File: src/rtl/petris_pkg.sv
// Shared types and constants for the double-buffered playfield store.
package petris_pkg;

  localparam int unsigned DefCols = 10;
  localparam int unsigned DefRows = 20;
  localparam int unsigned PixW    = 3;

  typedef logic [PixW-1:0] cell_t;

  localparam cell_t ColBlank  = 3'd0;
  localparam cell_t ColRed    = 3'd1;
  localparam cell_t ColGreen  = 3'd2;
  localparam cell_t ColYellow = 3'd3;
  localparam cell_t ColBlue   = 3'd4;
  localparam cell_t ColPurple = 3'd5;
  localparam cell_t ColCyan   = 3'd6;
  localparam cell_t ColWhite  = 3'd7;

  typedef enum logic [1:0] {
    StIdle,
    StCopy,
    StClear
  } state_e;

endpackage

File: src/rtl/petris_bank_ram.sv
// One playfield bank: a write port, a registered display read port and an
// unregistered tap used by the copy engine to stream this bank into the other.
module petris_bank_ram #(
  parameter int unsigned DEPTH = 200,
  parameter int unsigned WIDTH = 3,
  parameter int unsigned AW    = 8
) (
  input  logic             clock,
  input  logic             we,
  input  logic [AW-1:0]    waddr,
  input  logic [WIDTH-1:0] wdata,
  input  logic [AW-1:0]    raddr,
  output logic [WIDTH-1:0] rdata,
  input  logic [AW-1:0]    caddr,
  output logic [WIDTH-1:0] cdata
);

  logic [WIDTH-1:0] mem [DEPTH];

  always_ff @(posedge clock) begin
    if (we) begin
      mem[waddr] <= wdata;
    end
    rdata <= mem[raddr];
  end

  assign cdata = mem[caddr];

endmodule

File: src/rtl/petris_frame_store.sv
// Double-buffered playfield store: game logic writes the back bank, VGA reads
// the front bank; banks swap on vsync and the back bank is then refreshed.
module petris_frame_store
  import petris_pkg::*;
#(
  parameter int unsigned COLS   = DefCols,
  parameter int unsigned ROWS   = DefRows,
  parameter int unsigned PIX_W  = PixW,
  parameter int unsigned FCNT_W = 11,
  parameter int unsigned COL_W  = $clog2(COLS),
  parameter int unsigned ROW_W  = $clog2(ROWS)
) (
  input  logic              clock,
  input  logic              reset,
  input  logic              vsync,
  input  logic              swap_en,
  input  logic              wr_en,
  input  logic [COL_W-1:0]  wr_col,
  input  logic [ROW_W-1:0]  wr_row,
  input  logic [PIX_W-1:0]  wr_pix,
  output logic              wr_ready,
  input  logic              clear_req,
  input  logic [COL_W-1:0]  rd_col,
  input  logic [ROW_W-1:0]  rd_row,
  output logic [PIX_W-1:0]  rd_pix,
  output logic              front_bank,
  output logic              busy,
  output logic              swap_pending,
  output logic [FCNT_W-1:0] frame_count
);

  localparam int unsigned Cells = COLS * ROWS;
  localparam int unsigned IdxW  = $clog2(Cells);
  localparam logic [IdxW-1:0] LastIdx = IdxW'(Cells - 1);

  state_e            state_q, state_d;
  logic [IdxW-1:0]   idx_q, idx_d;
  logic              front_q, front_d;
  logic              pend_swap_q, pend_swap_d;
  logic              pend_clr_q, pend_clr_d;
  logic              vs_q;
  logic [FCNT_W-1:0] fcnt_q;
  logic              rd_ok_q, rd_sel_q;

  logic              vs_edge, swap_req;
  logic              wr_ok, rd_ok;
  logic [IdxW-1:0]   wr_idx, rd_idx, rd_addr;
  logic              bk_we;
  logic [IdxW-1:0]   bk_addr;
  logic [PIX_W-1:0]  bk_data;
  logic [PIX_W-1:0]  rdata0, rdata1, cdata0, cdata1, front_cdata;

  assign vs_edge  = vsync & ~vs_q;
  assign swap_req = vs_edge & swap_en;

  assign wr_ok  = (32'(wr_col) < COLS) && (32'(wr_row) < ROWS);
  assign rd_ok  = (32'(rd_col) < COLS) && (32'(rd_row) < ROWS);
  assign wr_idx = IdxW'(wr_row) * IdxW'(COLS) + IdxW'(wr_col);
  assign rd_idx = IdxW'(rd_row) * IdxW'(COLS) + IdxW'(rd_col);
  // Keep the RAM address inside the array; the output is masked anyway.
  assign rd_addr = rd_ok ? rd_idx : '0;

  assign front_cdata = front_q ? cdata1 : cdata0;

  always_comb begin
    state_d     = state_q;
    idx_d       = idx_q;
    front_d     = front_q;
    pend_swap_d = pend_swap_q;
    pend_clr_d  = pend_clr_q;
    bk_we       = 1'b0;
    bk_addr     = idx_q;
    bk_data     = '0;
    unique case (state_q)
      StIdle: begin
        bk_we   = wr_en & wr_ok;
        bk_addr = wr_idx;
        bk_data = wr_pix;
        if (swap_req || pend_swap_q) begin
          front_d     = ~front_q;
          state_d     = StCopy;
          idx_d       = '0;
          pend_swap_d = 1'b0;
          if (clear_req) pend_clr_d = 1'b1;
        end else if (clear_req || pend_clr_q) begin
          state_d    = StClear;
          idx_d      = '0;
          pend_clr_d = 1'b0;
        end
      end
      StCopy, StClear: begin
        bk_we   = 1'b1;
        bk_data = (state_q == StCopy) ? front_cdata : '0;
        if (swap_req) pend_swap_d = 1'b1;
        if (clear_req && state_q == StCopy) pend_clr_d = 1'b1;
        if (idx_q == LastIdx) begin
          state_d = StIdle;
        end else begin
          idx_d = idx_q + 1'b1;
        end
      end
      default: state_d = StIdle;
    endcase
  end

  always_ff @(posedge clock) begin
    if (reset) begin
      state_q     <= StIdle;
      idx_q       <= '0;
      front_q     <= 1'b0;
      pend_swap_q <= 1'b0;
      pend_clr_q  <= 1'b0;
      vs_q        <= 1'b0;
      fcnt_q      <= '0;
      rd_ok_q     <= 1'b0;
      rd_sel_q    <= 1'b0;
    end else begin
      state_q     <= state_d;
      idx_q       <= idx_d;
      front_q     <= front_d;
      pend_swap_q <= pend_swap_d;
      pend_clr_q  <= pend_clr_d;
      vs_q        <= vsync;
      if (vs_edge) fcnt_q <= fcnt_q + 1'b1;
      rd_ok_q     <= rd_ok;
      rd_sel_q    <= front_q;
    end
  end

  // The back bank is always the one not displayed.
  petris_bank_ram #(
    .DEPTH (Cells),
    .WIDTH (PIX_W),
    .AW    (IdxW)
  ) u_bank0 (
    .clock (clock),
    .we    (bk_we & front_q),
    .waddr (bk_addr),
    .wdata (bk_data),
    .raddr (rd_addr),
    .rdata (rdata0),
    .caddr (idx_q),
    .cdata (cdata0)
  );

  petris_bank_ram #(
    .DEPTH (Cells),
    .WIDTH (PIX_W),
    .AW    (IdxW)
  ) u_bank1 (
    .clock (clock),
    .we    (bk_we & ~front_q),
    .waddr (bk_addr),
    .wdata (bk_data),
    .raddr (rd_addr),
    .rdata (rdata1),
    .caddr (idx_q),
    .cdata (cdata1)
  );

  assign rd_pix       = !rd_ok_q ? '0 : (rd_sel_q ? rdata1 : rdata0);
  assign front_bank   = front_q;
  assign busy         = (state_q != StIdle);
  assign wr_ready     = (state_q == StIdle);
  assign swap_pending = pend_swap_q;
  assign frame_count  = fcnt_q;

endmodule

File: config.mk
export PLATFORM = sky130hd
export DESIGN_NAME = petris_frame_store
export DESIGN_NICKNAME = d
export VERILOG_FILES = /design/src/rtl/petris_pkg.sv /design/src/rtl/petris_bank_ram.sv /design/src/rtl/petris_frame_store.sv
export SDC_FILE = /design/constraint.sdc
export NUM_CORES = 2
export LEC_CHECK = 0
export BUFFER_PORTS_ARGS = -buffer_cell sky130_fd_sc_hd__buf_2
export CAP_MARGIN = 20
export CORE_MARGIN = 2
export CORE_UTILIZATION = 27
export CTS_BUF_LIST = sky130_fd_sc_hd__clkbuf_4 sky130_fd_sc_hd__clkbuf_8 sky130_fd_sc_hd__clkbuf_16
export DETAILED_ROUTE_END_ITERATION = 8
export PLACE_DENSITY = 0.47
export SLEW_MARGIN = 10
export SYNTH_ARGS = -nofsm -noshare
export SYNTH_HDL_FRONTEND = slang
export SYNTH_SLANG_ARGS = --single-unit
File: constraint.sdc
create_clock -name clock -period 21.1 [get_ports clock]
set_clock_uncertainty 0.2 [all_clocks]
set_input_delay 0 -clock clock [delete_from_list [all_inputs] [get_ports clock]]
set_output_delay 0 -clock clock [all_outputs]
set_load 0.02 [all_outputs]
==> flow_summary_export.csv <==
group,metric,value,unit
detailed_routing,drc,0,
cells_and_area,area_growth,14.2,%
floorplan,dieArea,0.228,mm²
power,powerDensity,106,mW/mm²
cells_and_area,drive_above_1_share,0.223,
logic_synthesis,syn-num-nets,4167,
logic_synthesis,synth_top_area_share,0.596,
logic_synthesis,yosysWarningCount,0,
setup_path,rr_worst_depth,12,
setup_path,crit_type,"reg -> reg",
global_routing,antenna_found_initial,10,
setup_path,slowest_stage,"buf_4",
floorplan,core_area,0.223,mm²
detailed_routing,drt_iter0_markers,5408,
sta,maxSlewViolCount,0,
sta,hold_viol,0,
logic_synthesis,synth_enable_flop_cells,1200,
logic_synthesis,synth.distinct_cells,83,
clock_network,cts.repair.resized,0,
run,maxCapViolations,0,
sta,setup_tns,0,ns
detailed_routing,routedWlPerCell,34.3,µm
sta,setup_violations,0,
detailed_routing,wl_met1,97.0,mm
clock_network,cts_root_buf,"clkbuf_16",
detailed_routing,wl_met3,23.5,mm
detailed_routing,wl_met2,114,mm
logic_synthesis,ys_ff_latch,1241,
floorplan,ios,45,
setup_path,ff2ff_setup_slack,13.06,ns
setup_path,arrival,8.28,ns
setup_path,cp-start-kind,"register",
logic_synthesis,postSynthCellCount,4112,
setup_path,worstReg2RegEnd,"u_bank0.mem[117][2]",
detailed_routing,via_per_inst,5.82,
detailed_routing,wirelength,247,mm
detailed_routing,antenna_left,0,
clock_network,clkTransAtPathRegs,0.06,ns
min_path,holdPathStages,6,
setup_path,path_max_fanout,88,
detailed_routing,firstDrtPassIters,6,
power,vdd_ir_drop_max,0.000104,V
power,leakagePower,21.1,nW
clock_network,cts_buffer_depth,3,
sta,rsz0062_at_grt,"false",
place,dp.final_hpwl,149,mm
setup_path,crit_family,"buffers and inverters",
min_path,hold_class,"in -> reg",
clock_network,clock_latency,0.82,ns
floorplan,start_util,0.272,
setup_path,cp_common_cell,"buf_4",
global_routing,grt_pass1_wl,340,mm
sta,setup_slack,13.06,ns
logic_synthesis,synth_area_leaders,"edfxtp_1 60%, mux4_2 14%, mux2i_1 3.7%",
min_path,min_from,"rd_row[4]",
global_routing,overflow,0,
global_routing,track_usage,0.211,
sta,timing.final.crit_period,8.04,ns
cells_and_area,nets,4167,
logic_synthesis,synthesis.area,0.0605,mm²
setup_path,crit_chain,"buf_4, buf_4, buf_4, mux4_2, a22oi_1, a21oi_1, nor4_1, o22ai_1, o21a_1, a221o_4, buf_4, buf_4",
sta,timing.final.crit_share,0.381,
place,gp_congestion,0.880,
logic_synthesis,yosysTopAreaCell,"edfxtp_1",
place,placedCellCount,6924,
logic_synthesis,async_reset_ff_frac,0,
sta,worstMarginPinSlew,1.24,ns
logic_synthesis,syn_area_per_cell,14.7,µm²
clock_network,cts_made_buffers,144,
sta,maxSlewHeadroom,0.175,
setup_path,cpPeakStageDelay,0.88,ns
clock_network,cts_max_level,4,
min_path,hold_path_end,"u_bank1.rdata[1]",
place,place_ws,13.06,ns
setup_path,worst-path-buf-inv,5,
floorplan,die_w,477,µm
outcome,outcome,"complete, no violations",
logic_synthesis,synth_ff_type,"edfxtp_1",
sta,fmax,0.124,GHz
floorplan,rows,173,
logic_synthesis,ys_seq_area_frac,0.609,
setup_path,worst_setup_path_end_kind,"register",
detailed_routing,dr_total_vias,42000,
cells_and_area,final-instance-count-excl-fill,7208,
global_routing,first_global_vias,41300,
setup_path,required,21.34,ns
clock_network,postCtsSetupBuffers,0,
clock_network,cts_tree,"yes",
global_routing,grt_start_max_net_pins,213,
detailed_routing,topRoutingLayerUsed,"met5",
place,port_buffers,44,
clock_network,cts_sinks,1241,
floorplan,die_h,477,µm
-- routing by layer --
| metal | vias to the layer above | global-route usage |
|---|---|---|
| met4 | 4 | 0.104 |
| li1 | 16600 | - |
| met3 | 552 | 0.0429 |
| met2 | 2827 | 0.333 |
| met1 | 22000 | 0.276 |
| met5 | - | 0 |
-- area by class of cell --
cell class | count | area [µm²]
fill | 22100 | 153000
inverter | 21 | 78.8
clock buffer | 172 | 3850
tap | 2975 | 3720
multi-input combinational | 2515 | 22200
clock inverter | 89 | 892
antenna | 6 | 15.0
timing repair buffer | 189 | 1450
sequential | 1241 | 36900
-- tightest hold or removal path, cell delays in order --
cell and delay [ns]:
buf_2 0.13, xor2_1 0.08, xnor2_1 0.25, and2_1 0.33, o21ai_0 0.15, o311ai_1 0.11
-- stage by stage --
step | hold WS [ns] | util | instance area (µm²) | power (W)
after floorplan | -0.128 | - | 60500 | 0.00423
after global routing | 0.112 | 0.310 | 69100 | 0.00751
after global placement | 0.0251 | 0.288 | 64100 | 0.00479
final | 0.101 | 0.310 | 69100 | 0.00733
after CTS | 0.0421 | 0.310 | 69000 | 0.00734
after detailed placement | 0.0308 | 0.288 | 64200 | 0.00480
-- sequential cells by signal (all words and copies together) (netlist names), named ones only --
signal / count
rd_sel_q: 1
vs_q: 1
state_q: 2
front_bank: 1
u_bank0.rdata: 3
rd_ok_q: 1
u_bank1.mem: 600
pend_clr_q: 1
u_bank0.mem: 600
swap_pending: 1
idx_q: 8
frame_count: 11
u_bank1.rdata: 3
-- timing repair --
item,4_1_cts,5_1_grt
hold endpoints to repair,35,0
hold buffers,12,0
setup endpoints to repair,0,0
-- Yosys cell counts, types with 8 or more instances --
library cell and n:
mux2_2 69, a221o_1 9, nor2b_1 19, xnor2_1 16, o221ai_1 22, a22o_1 9, a221oi_1 36, nor4_1 14
buf_6 12, nor2_1 558, o311ai_0 9, nand3_1 75, clkbuf_1 157, a211oi_1 50, edfxtp_1 1200, mux2i_1 224
a22oi_1 106, nand2b_1 14, nand4_1 11, o22ai_1 43, a31oi_1 21, o21ai_0 84, mux4_2 383, xor2_1 14
o2111ai_1 8, nand2_1 212, buf_2 90, inv_1 17, buf_1 28, buf_4 45, and2_1 8, ha_1 24
nor3_1 70, o211ai_1 91, a21oi_1 172, and3_1 13, a2111oi_0 13, dfxtp_1 41
-- report_power, final --
part	internal, W	leakage (nW)	switching (W)	total [W]
clock network	0.00148	2.37	0.00107	0.00256
registers	0.00300	11.2	0.0000336	0.00303
logic	0.000500	7.51	0.00125	0.00175
-- cells in the final DEF (no fill, tap or decap), types with 83 or more instances in the layout --
cell / count
nand2_1: 195
a21oi_1: 172
edfxtp_1: 1200
clkbuf_16: 146
mux2i_1: 223
nor2_1: 551
o211ai_1: 91
mux4_2: 383
buf_4: 121
a22oi_1: 106
o21ai_0: 83
-- logic make-up after synthesis --
kind of cell / count (synthesis) / share of synthesized area
DFF: 1241 / 0.609
adders and majority gates: 28 / 0.00629
and+or+nand+nor: 1017 / 0.0710
muxes: 676 / 0.193
xor gates and xnor gates: 31 / 0.00472
buffers and inverters: 356 / 0.0285
AOI/OAI and AO/OA: 763 / 0.0875
-- worst max-delay path by stage --
| stage | from | to | slack (ns) | cells after the start |
|---|---|---|---|---|
| 3_3_place_gp | register | u_bank0.mem[103][2] | 13.09 | 12 |
| 5_1_grt | register | u_bank0.mem[102][2] | 12.57 | 12 |
| 3_5_place_dp | register | u_bank0.mem[103][2] | 13.06 | 12 |
| 2_1_floorplan | register | u_bank0.mem[0][1] | 5.72 | 11 |
| 6_report | register | u_bank0.mem[117][2] | 13.06 | 12 |
| 4_1_cts | register | u_bank0.mem[91][2] | 13.05 | 12 |
Power figures use the tool's default switching activity.
